`config.mk`:
```
export PLATFORM = sky130hd
export DESIGN_NAME = mem_access_unit
export DESIGN_NICKNAME = d
export VERILOG_FILES = /design/src/rtl/mem_access_unit.sv
export SDC_FILE = /design/constraint.sdc
export NUM_CORES = 1
export LEC_CHECK = 0
export BUFFER_PORTS_ARGS = -buffer_cell sky130_fd_sc_hd__buf_2
export CAP_MARGIN = 25
export CORE_MARGIN = 10
export CORE_UTILIZATION = 45
export DETAILED_ROUTE_END_ITERATION = 10
export GPL_TIMING_DRIVEN = 0
export PLACE_DENSITY = 0.81
export REMOVE_ABC_BUFFERS = 1
export SKIP_LAST_GASP = 1
export SYNTH_ARGS = -nofsm -noshare
export SYNTH_HDL_FRONTEND = slang
export SYNTH_SLANG_ARGS = --single-unit
```
`constraint.sdc`:
```
create_clock -name clk -period 3.03 [get_ports clk]
set_clock_uncertainty 0.1 [all_clocks]
set_input_delay 0.4545 -clock clk [delete_from_list [all_inputs] [get_ports clk]]
set_output_delay 0.4545 -clock clk [all_outputs]
set_load 0.005 [all_outputs]
```
`src/rtl/mem_access_unit.sv`:
```
// Load/store unit with byte/halfword read-modify-write and sign/zero extension.
// Optional macro MISALIGN_TRAP_EN turns misaligned halfword/word accesses into faults.
module mem_access_unit #(
  parameter int ADDR_W = 32
) (
  input  logic              clk,
  input  logic              reset_n,
  input  logic              req_valid,
  output logic              req_ready,
  input  logic              is_load,
  input  logic              is_store,
  input  logic [2:0]        funct3,
  input  logic [ADDR_W-1:0] addr,
  input  logic [31:0]       store_data,
  output logic              done,
  output logic [31:0]       load_data,
  output logic              err,
  output logic [ADDR_W-1:0] mem_address,
  output logic [31:0]       mem_writeData,
  output logic              mem_memWrite,
  output logic              mem_memRead,
  input  logic [31:0]       mem_readData
);

  typedef enum logic [1:0] {IDLE, READ, WRITE, DONE} state_t;

  typedef struct packed {
    logic              is_load;
    logic              is_store;
    logic [2:0]        funct3;
    logic [ADDR_W-1:0] addr;
    logic              bad;
  } req_t;

  state_t      state, nxt;
  req_t        rq;
  logic        acc, bad_in;
  logic [31:0] wdata_q, ld_q;

  function automatic logic [31:0] load_ext(input logic [31:0] w, input logic [2:0] f3,
                                           input logic [1:0] a);
    logic [7:0]  b;
    logic [15:0] h;
    b = 8'(w >> {a, 3'b000});
    h = a[1] ? w[31:16] : w[15:0];
    case (f3[1:0])
      2'b00:   return {{24{b[7] & ~f3[2]}}, b};
      2'b01:   return {{16{h[15] & ~f3[2]}}, h};
      default: return w;
    endcase
  endfunction

  function automatic logic [31:0] merge(input logic [31:0] w, input logic [31:0] d,
                                        input logic [2:0] f3, input logic [1:0] a);
    logic [31:0] r;
    r = w;
    case (f3[1:0])
      2'b00:   r[{a, 3'b000} +: 8] = d[7:0];
      2'b01:   if (a[1]) r[31:16] = d[15:0]; else r[15:0] = d[15:0];
      default: r = d;
    endcase
    return r;
  endfunction

  // Fault decode happens once, on the live request, and travels with it.
  always_comb begin
    bad_in = 1'b0;
    case (funct3)
      3'b000, 3'b001, 3'b010: bad_in = 1'b0;
      3'b100, 3'b101:         bad_in = is_store;
      default:                bad_in = 1'b1;
    endcase
    if (is_load == is_store) bad_in = 1'b1;
`ifdef MISALIGN_TRAP_EN
    if (funct3[1:0] == 2'b01 && addr[0])          bad_in = 1'b1;
    if (funct3[1:0] == 2'b10 && addr[1:0] != 2'b00) bad_in = 1'b1;
`endif
  end

  assign acc = req_valid && (state == IDLE);

  always_ff @(posedge clk or negedge reset_n)
    if (!reset_n) state <= IDLE;
    else          state <= nxt;

  always_comb begin
    nxt = state;
    case (state)
      IDLE:  if (req_valid) begin
               if (bad_in)                     nxt = DONE;
               else if (is_load)               nxt = READ;
               else if (funct3 == 3'b010)      nxt = WRITE;
               else                            nxt = READ;
             end
      READ:  nxt = rq.is_load ? DONE : WRITE;
      WRITE: nxt = DONE;
      DONE:  nxt = IDLE;
      default: nxt = IDLE;
    endcase
  end

  always_comb begin
    req_ready    = (state == IDLE);
    mem_memRead  = (state == READ);
    mem_memWrite = (state == WRITE);
    done         = (state == DONE);
    err          = done && rq.bad;
  end

  always_ff @(posedge clk or negedge reset_n)
    if (!reset_n)  rq <= '0;
    else if (acc)  rq <= '{is_load: is_load, is_store: is_store, funct3: funct3,
                           addr: addr, bad: bad_in};

  // Sub-word stores reuse the write-data register to hold the merged word.
  always_ff @(posedge clk or negedge reset_n)
    if (!reset_n)
      wdata_q <= '0;
    else if (acc)
      wdata_q <= store_data;
    else if (state == READ && !rq.is_load)
      wdata_q <= merge(mem_readData, wdata_q, rq.funct3, rq.addr[1:0]);

  always_ff @(posedge clk or negedge reset_n)
    if (!reset_n)                         ld_q <= '0;
    else if (state == READ && rq.is_load) ld_q <= load_ext(mem_readData, rq.funct3, rq.addr[1:0]);

  // Held load result is masked to zero while a store completes.
  assign load_data     = (done && !rq.is_load) ? 32'h0 : ld_q;
  assign mem_address   = {rq.addr[ADDR_W-1:2], 2'b00};
  assign mem_writeData = wdata_q;

endmodule

```
# --- Word level (Yosys, flattened, before mapping) ---
# Index checks and enable logic that the tools add are counted.
op_classes:
  n_addsub: 1
  eq_ne: 11
  n_shift: 3
  mux: 17
  bitwise_logic: 3
  n_reduce_logical: 15
op_table:
  columns: ["operator", "n"]
  rows:
  - ["$pmux W32 S2", 2]
  - ["$mux W32", 3]
  - ["$mux W16", 3]
  - ["$bwmux W32", 1]
  - ["$shift A8 B7 Y32 const A", 1]
  - ["$shiftx A8 B7 Y32", 1]
  - ["$shr A32 B5 Y8", 1]
  - ["$mux W2", 4]
  - ["$pmux W2 S4", 1]
  - ["$neg A5 Y7", 1]
  - ["$eq A3 B3 Y1 const B", 2]
  - ["$logic_and A1 B1 Y1", 5]
  - ["$eq A2 B1 Y1 const B", 2]
  - ["$eq A2 B2 Y1 const B", 2]
  - ["$logic_not A2 Y1", 2]
  - ["$eq A3 B1 Y1 const B", 1]
  - ["$eq A3 B2 Y1 const B", 1]
  - ["$logic_not A3 Y1", 1]
  - ["$ne A3 B3 Y1 const B", 1]
  - ["$reduce_and A3 Y1", 1]
  - ["$reduce_bool A3 Y1", 1]
  - ["$reduce_or A3 Y1", 1]
  - ["$and A1 B1 Y1", 2]
  - ["$mux W1", 2]
  - ["8 further kinds", 8]
totals:
  regBits: 103
  out_inout_bits: 101
  elab_cells: 58

# --- Logic depth before layout (Yosys ltp) ---
# Gate-level depths: netlist of run 1.
depth:
  depth_word: 7
  ltp_mapped: 9

# --- Worst setup path after synthesis of run 1 ---
# OpenSTA, ideal clock, no wires.
synth_path:
  path_type: "reg-to-reg"
  from: "register rq[2] in the netlist's numbering"
  to: "register wdata_q[24] (netlist: mem_writeData[24])"
  setup_time_ns: 0.077
  arrival_ns: 2.099
  required_ns: 2.853
  setup_slack_ns: 0.754
  stages_incl_launch_ff: 10
  cell_sequence: "dfrtp_1 > buf_6 > inv_1 > buf_2 > ha_1 > nor4bb_1 > clkbuf_2 > a221oi_1 > a211o_1 > a21oi_1"
synth_via:
  elab_chain_len: 6
synth_lines:
  columns: ["element", "line", "text"]
  rows:
  - ["start: declaration", "36", "req_t rq;"]
  - ["start signal: assignment", "112", "else if (acc) rq <= '{is_load: is_load, is_store: is_store, funct3: funct3,"]
  - ["$neg A5 Y7", "58", "2'b00: r[{a, 3'b000} +: 8] = d[7:0];"]
  - ["$shiftx A8 B7 Y32 / $shift A8 B7 Y32 (equally long branches)", "58", null]
  - ["$bwmux W32", "58", null]
  - ["$pmux W32 S2 (*)", "57", "case (f3[1:0])"]
  - ["$mux W32 (*)", "121", "else if (state == READ && !rq.is_load)"]
  - ["$mux W32 (*)", "119", "else if (acc)"]
  - ["end signal: assignment", "120", "wdata_q <= store_data;"]
  - ["end signal: assignment", "122", "wdata_q <= merge(mem_readData, wdata_q, rq.funct3, rq.addr[1:0]);"]
  - ["end: declaration", "38", "logic [31:0] wdata_q, ld_q;"]
# Mark *: on every way between the ends. The rest lies on a longest branch, timed or not. The select of a mux whose other input is x is not followed.
# A chain may end at the register's enable or synchronous reset.

# --- Worst setup path after layout of run 1 ---
layout_path:
  from: "register rq[2] in the netlist's numbering"
  to: "register wdata_q[22] (netlist: mem_writeData[22])"
# The elaborated chain is that of the path after synthesis.

==> results of run 1 <==
## routing by layer
layer	GRT usage	up-vias	share of wire
li1	-	2530	-
met2	0.326	259	0.47
met5	0	-	0
met4	0.0889	0	0.035
met1	0.246	2494	0.41
met3	0.0639	39	0.091
## power by group
part	internal, mW	total, mW	switching [mW]
sequential	2.06	2.59	0.536
clock	0.828	1.34	0.514
combinational	1.88	3.94	2.07
total	4.76	7.88	3.12
## worst min-delay path by stage
stage	depth (start not counted)	to	slack [ns]	from
2_1_floorplan	0	ld_q[0]	0.06	reset_n
3_3_place_gp	2	mem_address[2]	0.35	mem_address[2]
3_5_place_dp	1	mem_address[26]	0.34	reset_n
4_1_cts	3	mem_address[13]	0.19	addr[13]
5_1_grt	3	mem_address[22]	0.20	addr[22]
6_report	3	mem_address[24]	0.20	addr[24]
## final cells by class
cell class              count  area share
inverters                   9     0.00511
clock buffers              10      0.0325
clock inverters             6      0.0146
flip-flops and latches    103       0.351
well taps                 172      0.0293
repair buffers            218       0.177
multi-input cells         453       0.389
diodes                      5     0.00170
## worst reg2reg max path, cell delays in order (launching register included)
cell        delay, ns
dfrtp_2          0.57
buf_16           0.21
clkinvlp_4       0.17
ha_1             0.39
nor4bb_2         0.43
buf_2            0.26
a221oi_1         0.10
a211o_1          0.33
a21oi_1          0.13
## cells in the final DEF, fill, tap and decap left out, types with 2 or more instances in the layout
cell type   synthesis  final
dfrtp_1           103    102
conb_1              1      2
ha_1               10     10
o31ai_1             2      2
mux2_1              8      8
nand2b_1            5      5
buf_2               8    203
a221o_1             3      3
mux2_2              3      3
a21oi_1            49     49
mux2i_1            20     20
nor4bb_2            0      2
diode_2             0      5
mux4_2              8      8
nand3_1             8      8
nand2_1           120    119
inv_1               9      8
a31oi_1             3      3
o21ai_0            49     49
a22o_1             16     16
nor2_1             44     44
clkinv_2            0      2
buf_4              33      5
a221oi_1           27     27
a21oi_4             2      2
clkinvlp_4          0      2
or3_1               4      4
and2_1             35     34
buf_16              0      8
bufinv_16           0      3
clkbuf_16           0      9
nor2b_1             3      2
a211o_1            12     12
## Yosys cell counts (all sizes together) (2+ instances only)
cell type    n
a22o        16
ha          10
mux4         8
mux2        11
mux2i       20
a31oi        3
nand3        8
o21ai       51
nor2        44
inv          9
a211o       12
a221o        3
nand2      120
or3b         2
o31ai        2
buf         45
a221oi      27
dfrtp      103
and2        36
nand2b       5
nor2b        3
nor4bb       2
or3          4
nor4b        2
clkbuf      31
a21oi       51
## kinds of logic after synthesis
| kind of cell | Yosys count | synth area share |
|---|---|---|
| AOI/OAI and AO/OA | 171 | 0.195 |
| DFF | 103 | 0.439 |
| muxes | 39 | 0.0858 |
| buffers and inverters | 85 | 0.0786 |
| xor gates and xnor gates | 1 | 0.00149 |
| adders and majority gates | 10 | 0.0213 |
| other | 1 | 0.000638 |
| and+or+nand+nor | 230 | 0.178 |
## state kept, by name, summed over array words and instances, names as in the netlist
register,flops
rq,7
state,2
ld_q,32
mem_writeData,32
mem_address,30
## repair_timing
item,in CTS,in global routing
setup endpoints to repair,12,14
endpoints found under the hold margin,33,0
buffers inserted,0,4
resized for setup,4,0
hold buffers,1,0
## through the flow
stage / TNS [ns] / instances / power, mW
2_1_floorplan: -4.41 / 565 / 4.71
3_3_place_gp: -40.67 / 939 / 6.15
3_5_place_dp: -2.10 / 949 / 6.45
4_1_cts: 0 / 966 / 7.85
5_1_grt: 0 / 974 / 8.53
6_report: 0 / 976 / 7.88
==> results.yml, run 1 <==
sta:
  hold_viol_final: 0
  fin_crit_ns: 2.75
  max_slew_margin: 0.370
  finalWorstSetupSlack_ns: 0.281
  period_share: 0.907
  fmax_ghz: 0.364
  worst_pin_slew_ns: 0.942
  slew_viol_final: 0
  hold_slack_ns: 0.198
  rsz0062_at_grt: "no"
  setup_viol: 0
synthesis:
  async_flop_share: 1.00
  avgSynthCellArea_um2: 9.18
  yosysWarnings: 0
  synthCells: 640
  synth_seq_cells: 103
  yosysUniqueCellTypes: 49
  ys_dominant_reg_cell: "dfrtp_1"
  syn_area_mm2: 0.00588
  synth.area.top_cells: "dfrtp_1 44%, nand2_1 7.7%, buf_4 4.2%"
  yosysTopAreaCell: "dfrtp_1"
  synth-edff-count: 0
  yosysSeqAreaShare: 0.439
  synth_top_area_frac: 0.439
route:
  avgViaCountPerCell: 5.45
  drtIter0Drc: 446
  vias: 5322
  drtAntennaViolNets: 0
  wl_per_cell_um: 19.2
  wl_mm: 18.7
  drc_errors: 0
  firstDrtPassIters: 5
floorplan:
  start_util: 0.462
  coreArea_mm2: 0.0127
  die_w_um: 134
  rows: 41
  io-pin-count: 205
  dieArea_mm2: 0.0180
  die_h_um: 134
setup_path:
  worstSetupStartpointType: "flop"
  cp_slowest_stage_delay_ns: 0.57
  crit_chain: "buf_16 > clkinvlp_4 > ha_1 > nor4bb_2 > buf_2 > a221oi_1 > a211o_1 > a21oi_1"
  rr_worst_depth: 8
  crit_cells: 8
  arrival_ns: 2.91
  critPathSlowestCell: "dfrtp_2"
  rr_endpoint: "mem_writeData[22]"
  rrSetupSlack_ns: 0.28
  crit_path_start: "rq[2]"
  cp-endpoint: "mem_writeData[22]"
  end_kind: "flop"
  critPathMaxFanout: 16
  critPathKind: "reg2reg"
  critPathTopFamily: "buffers and inverters"
  required_ns: 3.20
  r2r-start: "rq[2]"
  critical_path_buf_inv_count: 3
cts:
  clock_latency_ns: 0.34
  htree_levels: 3
  cts_sinks: 103
  cts_buffers: 9
  cts.path.max_buffers: 2
  cts_root_buf: "clkbuf_16"
  cts_tree: "built"
  path_clk_slew_ns: 0.07
global_routing:
  grt_first_pass_wirelength_mm: 29.8
  grt_overflow: 0
  grt_antenna_before_repair: 6
  grt_usage: 0.204
  grt_max_degree: 71
  first_global_vias: 5490
final_layout:
  fin_nets: 908
  postLayoutCoreUtil: 0.578
  layout.area.seq_mm2: 0.00258
  final_area_mm2: 0.00735
  fill_cells: 1164
  multiInputGateArea_mm2: 0.00286
  syn2layout_area_growth_pct: 25.1
  drive_above_1_share: 0.323
pwr:
  powerDensity_mw_per_mm2: 1070
  p_leak_nw: 3.55
  max-vdd-ir-drop_mv: 0.397
status:
  run_status: "finished clean"
hold_path:
  hold_path.class: "in2reg"
run:
  maxCapViolations: 0
place:
  hpwlAfterDp_mm: 13.8
  port_buffers: 202
  post-place-ws_ns: -0.240
  gp_congestion: 0.913
  postPlaceCellArea_mm2: 0.00690
No activity file was read; power rests on OpenSTA's default activity.
==> run 2: changes to the inputs <==
Settings changed: CTS_CLUSTER_SIZE from default to 8, SETUP_SLACK_MARGIN from default to 0.3, SLEW_MARGIN from default to 15.
==> run 2 against run 1 <==
Compared with the run above: non-clock buffer count fell by 4; register-to-register slack improved by 0.17 ns; combinational power fell by 4%; largest power group unchanged.
==> results.yml, run 2 (synthesis results as in run 1) <==
status:
  run_status: "finished clean"
floorplan:
  coreArea_mm2: 0.0127
  rows: 41
  die_w_um: 134
  io-pin-count: 205
  dieArea_mm2: 0.0180
  die_h_um: 134
  start_util: 0.462
route:
  wl_per_cell_um: 19.0
  drtAntennaViolNets: 0
  avgViaCountPerCell: 5.47
  firstDrtPassIters: 5
  drtIter0Drc: 451
  vias: 5320
  drc_errors: 0
  wl_mm: 18.4
setup_path:
  rrSetupSlack_ns: 0.45
  critical_path_buf_inv_count: 3
  critPathSlowestCell: "dfrtp_4"
  critPathTopFamily: "buffers and inverters"
  critPathMaxFanout: 16
  end_kind: "flop"
  critPathKind: "reg2reg"
  crit_chain: "buf_16 > clkinvlp_4 > ha_1 > nor4bb_4 > clkdlybuf4s15_2 > a221oi_1 > a211o_1 > a21oi_1"
  worstSetupStartpointType: "flop"
  required_ns: 3.20
  rr_endpoint: "mem_writeData[30]"
  r2r-start: "rq[2]"
  arrival_ns: 2.75
  cp_slowest_stage_delay_ns: 0.55
  rr_worst_depth: 8
cts:
  path_clk_slew_ns: 0.07
  cts_buffers: 9
  cts_sinks: 103
  cts_root_buf: "clkbuf_16"
  htree_levels: 3
  clock_latency_ns: 0.34
  cts_tree: "built"
  cts.path.max_buffers: 2
sta:
  hold_viol_final: 0
  setup_viol: 0
  hold_slack_ns: 0.195
  rsz0062_at_grt: "no"
  fin_crit_ns: 2.58
  fmax_ghz: 0.387
  period_share: 0.852
  finalWorstSetupSlack_ns: 0.448
  max_slew_margin: 0.434
  worst_pin_slew_ns: 0.849
  slew_viol_final: 0
pwr:
  p_leak_nw: 3.50
  max-vdd-ir-drop_mv: 0.410
  powerDensity_mw_per_mm2: 1060
global_routing:
  grt_first_pass_wirelength_mm: 29.5
  first_global_vias: 5424
  grt_antenna_before_repair: 6
  grt_overflow: 0
  grt_usage: 0.201
  grt_max_degree: 75
final_layout:
  syn2layout_area_growth_pct: 23.4
  final_common_cell: "buf_2"
  final_cell_mix: "201 x buf_2, 118 x nand2_1, 101 x dfrtp_1"
  stdcell_count: 972
  postLayoutCoreUtil: 0.570
  drive_above_1_share: 0.326
  fin_nets: 904
  final_area_mm2: 0.00725
hold_path:
  worstHoldStart: "addr[13]"
  hold_path.class: "in2reg"
  hold-path-cell-count: 3
  hold_end: "mem_address[13]"
place:
  postPlaceCellArea_mm2: 0.00683
  port_buffers: 202
  gp_congestion: 0.913
  dpl.cell_count: 945
  post-place-ws_ns: -0.456
  hpwlAfterDp_mm: 13.5
run:
  maxCapViolations: 0
-- run 2: worst max path at each step --
stage | from | end | slack, ns | depth (start not counted)
finish | rq[2] | mem_writeData[30] | 0.45 | 8
CTS | rq[34] | mem_writeData[3] | 0.30 | 4
detailed placement | rq[2] | mem_writeData[30] | -0.46 | 8
global route | rq[2] | mem_writeData[24] | 0.31 | 8
floorplan | rq[2] | mem_writeData[30] | -0.28 | 6
global placement | state[0] | mem_writeData[6] | -1.32 | 6
-- run 2: through the flow --
step / setup TNS (ns) / total power, mW
final: 0 / 7.66
after global routing: 0 / 8.31
after CTS: 0 / 7.66
after detailed placement: -4.32 / 6.37
after global placement: -40.67 / 6.15
after floorplan: -4.41 / 4.71
-- run 2: layout make-up --
type                       count  area [um2]
timing repair buffer         214        1190
clock inverter                 6        75.1
clock buffer                  10         239
multi-input combinational    453        2900
antenna                        5        12.5
sequential                   103        2580
fill                        1195        5470
inverter                       9        37.5
tap                          172         215
-- run 2: power by group --
| part | switching (mW) | internal, mW |
|---|---|---|
| Combinational | 2.00 | 1.80 |
| Clock | 0.537 | 0.677 |
| Sequential | 0.579 | 2.07 |
-- run 2: worst register-to-register path, stage by stage (launching register included) --
cell             delay (ns)
dfrtp_4                0.55
buf_16                 0.20
clkinvlp_4             0.12
ha_1                   0.36
nor4bb_4               0.34
clkdlybuf4s15_2        0.30
a221oi_1               0.08
a211o_1                0.34
a21oi_1                0.13
-- run 2: repair_timing --
action                     4_1_cts  5_1_grt
hold buffers                     1        0
gates resized for setup          6        6
pin swaps                        0        1
buffers inserted                 1        4
hold endpoints to repair        29        0
setup endpoints to repair       32       31
-- run 2: metal layers --
metal	share of wire	global-route usage	vias up
met4	0.033	0.0961	0
li1	-	-	2519
met3	0.087	0.0549	40
met5	0	0	-
met2	0.48	0.319	245
met1	0.40	0.248	2516
